$ cat src/rtl/log_ram_capture.sv
// ============================================================================
//  Module      : log_ram_capture
//  Description : Capture-RAM datapath beneath the RAM-logging FSM. Writes
//                qualified samples into an internal RAM at a wrapping write
//                address that is returned to the FSM for full detection, and
//                offers a registered, read-first port for draining the log.
//  Options     : LOG_DECIMATION_EN - adds i_decim and keeps only one qualified
//                sample out of every (i_decim+1).
//  Revision    : 1.0 - initial release
// ============================================================================
`default_nettype none

module log_ram_capture #(
  parameter int NB_COUNTER = 3,
  parameter int NB_DATA    = 16,
  parameter int NB_DECIM   = 4
) (
  input  logic                  clock,
  input  logic                  i_reset,
  input  logic                  i_fsm_rst,
  input  logic                  i_fsm_enb,
  input  logic [NB_DATA-1:0]    i_data,
  input  logic                  i_data_valid,
`ifdef LOG_DECIMATION_EN
  input  logic [NB_DECIM-1:0]   i_decim,
`endif
  input  logic                  i_rd_enb,
  input  logic [NB_COUNTER-1:0] i_rd_addr,
  output logic [NB_COUNTER-1:0] o_counter_addr,
  output logic                  o_wr_done,
  output logic [NB_DATA-1:0]    o_rd_data,
  output logic                  o_rd_valid
);

  localparam int DEPTH = 2 ** NB_COUNTER;

  logic [NB_DATA-1:0] mem [DEPTH];

  // A sample is a candidate for logging only while the FSM enables capture
  // and is not clearing it; a clear always wins over a concurrent sample.
  logic qualified;
  logic decim_hit;
  logic write_event;
  logic last_addr;

  assign qualified   = i_fsm_enb & i_data_valid & ~i_fsm_rst;
  assign write_event = qualified & decim_hit & i_reset;
  assign last_addr   = (o_counter_addr == {NB_COUNTER{1'b1}});

`ifdef LOG_DECIMATION_EN
  logic [NB_DECIM-1:0] decim_count;

  // Compare against the live i_decim so a change applies at the next sample.
  assign decim_hit = (decim_count == i_decim);

  // Count qualified samples, restarting after each one that is kept.
  always_ff @(posedge clock or negedge i_reset) begin
    if (!i_reset) begin
      decim_count <= '0;
    end else if (i_fsm_rst) begin
      decim_count <= '0;
    end else if (qualified) begin
      decim_count <= decim_hit ? '0 : decim_count + NB_DECIM'(1);
    end
  end
`else
  assign decim_hit = 1'b1;
`endif

  // Write address and sticky full flag; the address wraps naturally at DEPTH.
  always_ff @(posedge clock or negedge i_reset) begin
    if (!i_reset) begin
      o_counter_addr <= '0;
      o_wr_done      <= 1'b0;
    end else if (i_fsm_rst) begin
      o_counter_addr <= '0;
      o_wr_done      <= 1'b0;
    end else if (write_event) begin
      o_counter_addr <= o_counter_addr + NB_COUNTER'(1);
      if (last_addr) begin
        o_wr_done <= 1'b1;
      end
    end
  end

  // Capture RAM storage; contents survive both resets by design.
  always_ff @(posedge clock) begin
    if (write_event) begin
      mem[o_counter_addr] <= i_data;
    end
  end

  // Registered read port; sampling mem before the write lands gives read-first.
  always_ff @(posedge clock or negedge i_reset) begin
    if (!i_reset) begin
      o_rd_data  <= '0;
      o_rd_valid <= 1'b0;
    end else begin
      o_rd_valid <= i_rd_enb;
      if (i_rd_enb) begin
        o_rd_data <= mem[i_rd_addr];
      end
    end
  end

endmodule

`default_nettype wire

$ cat config.mk
export PLATFORM = sky130hd
export DESIGN_NAME = log_ram_capture
export DESIGN_NICKNAME = d
export VERILOG_FILES = /design/src/rtl/log_ram_capture.sv
export SDC_FILE = /design/constraint.sdc
export NUM_CORES = 1
export LEC_CHECK = 0
export ABC_AREA = 1
export CAP_MARGIN = 15
export CORE_ASPECT_RATIO = 1.75
export CORE_UTILIZATION = 52
export CTS_CLUSTER_DIAMETER = 60
export DETAILED_ROUTE_END_ITERATION = 10
export GPL_TIMING_DRIVEN = 0
export MAX_ROUTING_LAYER = met4
export PLACE_DENSITY = 0.75
export SLEW_MARGIN = 5
export SYNTH_ARGS = -nofsm -noshare
export SYNTH_HDL_FRONTEND = slang
export SYNTH_SLANG_ARGS = --single-unit
$ cat constraint.sdc
create_clock -name clock -period 1.6 [get_ports clock]
set_input_delay 0.32 -clock clock [delete_from_list [all_inputs] [get_ports clock]]
set_output_delay 0.32 -clock clock [all_outputs]
set_load 0.005 [all_outputs]
After elaboration in Yosys (flattened, before gate mapping)
Memory sizes are Yosys's and may differ from the RTL's. A register that Yosys moved wholly into a read port is not among the register bits.
Index checks and enable logic that the tools add are counted.
{"block": "word_totals", "memories": 1, "ramBits": 128, "output_inout_bits": 21, "input_bits": 25, "wordCells": 21, "ff_bits": 5}
{"block": "classes", "eq_ne": 1, "n_bitwise": 4, "n_reduce_logical": 4, "addsub": 1, "mux": 7}
{"name": "mem", "depth": 8, "word_bits": 16, "rd": 1, "rd_clocked_by_memory_dff": 1, "write_ports": 1, "line": "37", "source": "logic [NB_DATA-1:0] mem [DEPTH];"}
{"cell": "3-bit two-way mux", "n": 2}
{"cell": "1-bit two-way mux", "n": 5}
{"cell": "2-bit nonzero test", "n": 2}
{"cell": "3-bit by 1-bit adder with 3-bit output (second input constant)", "n": 1}
{"cell": "1-bit bitwise AND", "n": 3}
{"cell": "3-bit equality test (second input constant)", "n": 1}
{"cell": "2-bit AND reduction", "n": 1}
{"cell": "1-bit zero test", "n": 1}
{"cell": "1-bit inverter", "n": 1}

Longest topological paths before layout
{"block": "depth", "depth_word": 5, "ltp_mapped": 8, "mapped_depth_nobuf": 7}

Worst setup path before layout
OpenSTA, ideal clock, no wires.
{"block": "synth_timing", "path_kind": "input-to-reg", "start": "input port i_fsm_rst", "end": "memory mem[1][0] (enable)", "path_stages": 5, "setup_time_ns": 0.388, "slack_ns": -0.235, "required_ns": 1.212, "n_path_buf": 0, "t_arrival_ns": 1.447, "cell_sequence": "inv_1 > nand4_1 > inv_1 > nand2_1 > nor2_1"}
{"block": "synth_between", "elab_chain_len": 5}
{"item": "from (decl)", "line": "20", "source": "input logic i_fsm_rst,"}
{"item": "1-bit inverter", "line": "46", "source": "assign qualified = i_fsm_enb & i_data_valid & ~i_fsm_rst;"}
{"item": "1-bit bitwise AND", "line": "46"}
{"item": "1-bit bitwise AND", "line": "47", "source": "assign write_event = qualified & decim_hit & i_reset;"}
{"item": "1-bit two-way mux", "line": "88", "source": "if (write_event) begin"}
{"item": "1-bit two-way mux (not written as such)", "line": "89", "source": "mem[o_counter_addr] <= i_data;"}
{"item": "to (decl)", "line": "37"}
No other way between the ends.

Worst setup path after layout
{"block": "layout_timing", "start": "register o_rd_valid", "end": "output port o_rd_valid"}
{"item": "from (decl)", "line": "32", "source": "output logic o_rd_valid"}
{"item": "from (signal assigned)", "line": "99", "source": "o_rd_valid <= i_rd_enb;"}
No word-level cell between the ends.

==> parameters.txt <==
Parameter                              Value

STA
  Max Clk Rate    643 MHz
  Share of the cycle needed by the critical path after routing    97.1%
  Number of failing hold endpoints at the final stage    0
  Setup repair after global routing missed its margin    no
  Total setup violations reported at the end of the flow    0
  Period minus WS final    1550 ps
  Actual slew at the worst max-slew pin    586 ps
  Rel. slew slack    61.0%
  Final worst-path setup slack    45.8 ps
  Final max-slew violation count    0
  Worst clock skew    5.89 ps

Setup path
  Max FO, Critical Path    1
  Sequence of cells on the critical path    clkdlybuf4s50_1
  Endpoint of the most critical register-to-register path    mem[6][1]
  Number of cells on the worst reg-to-reg path    5
  Worst path max stage delay    490 ps
  Stages on worst setup path    1
  Critical register-to-register path startpoint    o_counter_addr[0]
  Slowest library cell on the worst path    clkdlybuf4s50_1
  Worst setup path startpoint    o_rd_valid
  Critical Setup Path Class    reg2out
  Setup crit start kind    flip-flop
  Slack of the worst reg-to-reg path    130 ps
  Signal arrival time at the worst endpoint    1230 ps
  Delay-heaviest family, CP    buffers and inverters
  Type of element capturing the critical path    primary output
  Bufs and invs on worst path    1
  Critical path endpoint    o_rd_valid
  Worst EP required    1280 ps

Routing
  Per-cell routed wire length    19.4 um
  Post-route ant nets    0
  DRC violation count after routing    2
  Total vias in the final route    4,625
  Starting DRT DRC Count    425
  Ratio of routed vias to standard cells    5.57
  Pre-Repair DR Iteration Count    10
  Wire length after detailed routing    16.1 mm

Power and ir drop
  Overall power of the completed layout    9.05 mW
  Static leakage    3.56 nW
  Cell Pwr Density    1150 nW/um^2
  Worst vdd ir    1.21 mV

Global routing
  Number of global-route vias before repair    4,684
  Leftover overflow at the end of global routing    0
  Combined global-route utilization of all metal layers    28.0%
  Initial antenna violation count    0
  Largest net degree at the start of global routing    17
  Wire length of the first global-routing pass    24.3 mm

Clocking
  Insertion delay to the later sink of the worst-skew pair    420 ps
  Cts bufs inserted    17
  Cell chosen for the clock root    clkbuf_16
  Maximum buffer depth of the clock tree    2
  Level count of the clock H-tree    4
  Clock input transition at the sequential cells of the worst setup and hold paths    60 ps
  Clock Sinks    149
  Clock tree from TritonCTS    yes

Synth
  Cell count after synthesis    595
  Area of the mapped netlist    6250 sq um
  Synth unique cells    15
  Sequential-to-total area share from yosys stat    69.9%
  Register bit count reported by yosys    149
  Synthesis Warnings    0
  Mapped Nets    622
  Post-synthesis average cell area    10.5 sq um

Status
  Violated checks    design-rule violations
  Outcome    finished, violations left

Layout
  Antenna diode count    0
  Fraction of final layout cells with drive strength greater than 1    13.5%
  Final Net Count    710
  Signed area change from the synthesized netlist to the final layout    26.1%
  Fill cell count    817

Floorplanning
  Std cell rows    52
  Die area    12,500 sq um
  Top-Level Pins    46
  Width of the chip    84.9 um
  Starting Density    53.7%
  Area of the core    11,600 sq um
  Die H    147 um

Placement
  Port buffer count    43
  Post-detail-place hpwl    9.79 mm
  Routability cong.    0.810
  Placement Setup Slack    -1460 ps

Flow run
  Maxcap violations    0

Hold path
  Type of the tightest min-delay check    in2reg
[power by group]
part           leakage [nW]  internal (mW)  total [mW]  switching (mW)
registers              1.41           4.28        4.31          0.0289
logic                  1.86          0.249       0.614           0.364
clock network         0.287           2.60        4.12            1.52
total                  3.56           7.13        9.05            1.92
[cells in the mapped netlist]
cell type    n  share of area (%)
buf_6        4               0.72
buf_2       17                1.4
a21oi_1      1              0.080
dfrtp_1     21                8.4
nand2_1    202                 12
inv_2        2               0.12
nand4_1      1               0.10
nor2_1       9               0.54
ha_1         2               0.40
buf_4        4               0.48
edfxtp_1   128                 61
inv_1      104                6.2
o21ai_0      2               0.16
nand3_1     97                7.8
buf_1        1              0.060
[state kept, by name, summed over array words and instances (netlist names)]
signal,flops
o_wr_done,1
o_rd_valid,1
o_counter_addr,3
o_rd_data,16
mem,128
[how the worst min path moves through the flow]
stage | start | endpoint | slack [ps] | cells past startpoint
after floorplan | i_reset | o_counter_addr[0] | 20 | 0
after global placement | o_rd_data[15] | o_rd_data[15] | 460 | 2
after detailed placement | o_rd_data[8] | o_rd_data[8] | 470 | 2
after CTS | i_rd_addr[2] | o_rd_data[15] | 330 | 4
after global routing | i_rd_addr[2] | o_rd_data[13] | 360 | 4
final | i_rd_addr[2] | o_rd_data[15] | 330 | 4
[through the flow]
step / setup TNS (ps) / hold slack [ps] / instance area (sq um) / std cells / util [%]
after detailed placement: -166250 / 466 / 6960 / 778 / 59.7
final: 0 / 335 / 7890 / 831 / 67.7
after floorplan: -15060 / 24.4 / 6260 / 595 / -
after CTS: 0 / 327 / 7820 / 828 / 67.1
after global placement: -284990 / 463 / 6860 / 773 / 58.9
after global routing: 0 / 361 / 7890 / 831 / 67.7
[logic make-up (layout without fill, tap and decap cells)]
family / after synthesis / count (layout) / share of synthesized area, %
compound gates: 3 / 3 / 0.240
flops: 149 / 149 / 69.9
fa+ha+maj: 2 / 2 / 0.400
simple gates: 309 / 309 / 20.5
buf+inv: 132 / 233 / 8.98
[cell usage in the layout (no fill, tap or decap), types with 2 or more instances in the layout]
cell / Yosys / layout
nand3_1: 97 / 97
buf_12: 0 / 6
bufinv_16: 0 / 4
buf_8: 0 / 4
clkinv_2: 0 / 2
inv_2: 2 / 4
buf_6: 4 / 5
nor2_4: 0 / 8
buf_2: 17 / 17
nand2_1: 202 / 201
dlygate4sd2_1: 0 / 13
o21ai_0: 2 / 2
inv_1: 104 / 101
clkbuf_1: 0 / 2
buf_4: 4 / 15
clkbuf_16: 0 / 18
dfrtp_1: 21 / 20
edfxtp_1: 128 / 128
ha_1: 2 / 2
dlygate4sd3_1: 0 / 2
clkdlybuf4s50_1: 0 / 22
dlymetal6s2s_1: 0 / 7
clkinvlp_4: 0 / 4
[layer usage]
| layer | GRT usage [%] | routed length, um | part of all wire, % | up-vias |
|---|---|---|---|---|
| met5 | - | 0 | 0 | - |
| met4 | 18.6 | 837 | 5.2 | 0 |
| met3 | 6.74 | 1270 | 7.9 | 66 |
| met2 | 44.4 | 8260 | 51 | 276 |
| met1 | 31.3 | 5750 | 36 | 2197 |
| li1 | - | - | - | 2086 |
[cell type report]
class | count | area, sq um | area share [%]
plain buffers | 26 | 164 | 2.08
clock buffers | 19 | 433 | 5.49
clock inverters | 13 | 181 | 2.30
inverters | 106 | 400 | 5.08
multi-input cells | 314 | 1390 | 17.6
flip-flops and latches | 149 | 4370 | 55.4
well taps | 135 | 169 | 2.14
repair buffers | 69 | 779 | 9.88
[what timing repair did]
action,4_1_cts,5_1_grt
setup buffers,16,2
pin swaps,8,6
hold buffers,2,0
gates resized for setup,26,14
endpoints found under the hold margin,7,0
setup endpoints to repair,143,135
cloned,0,1
(Power assumes the default switching activity.)
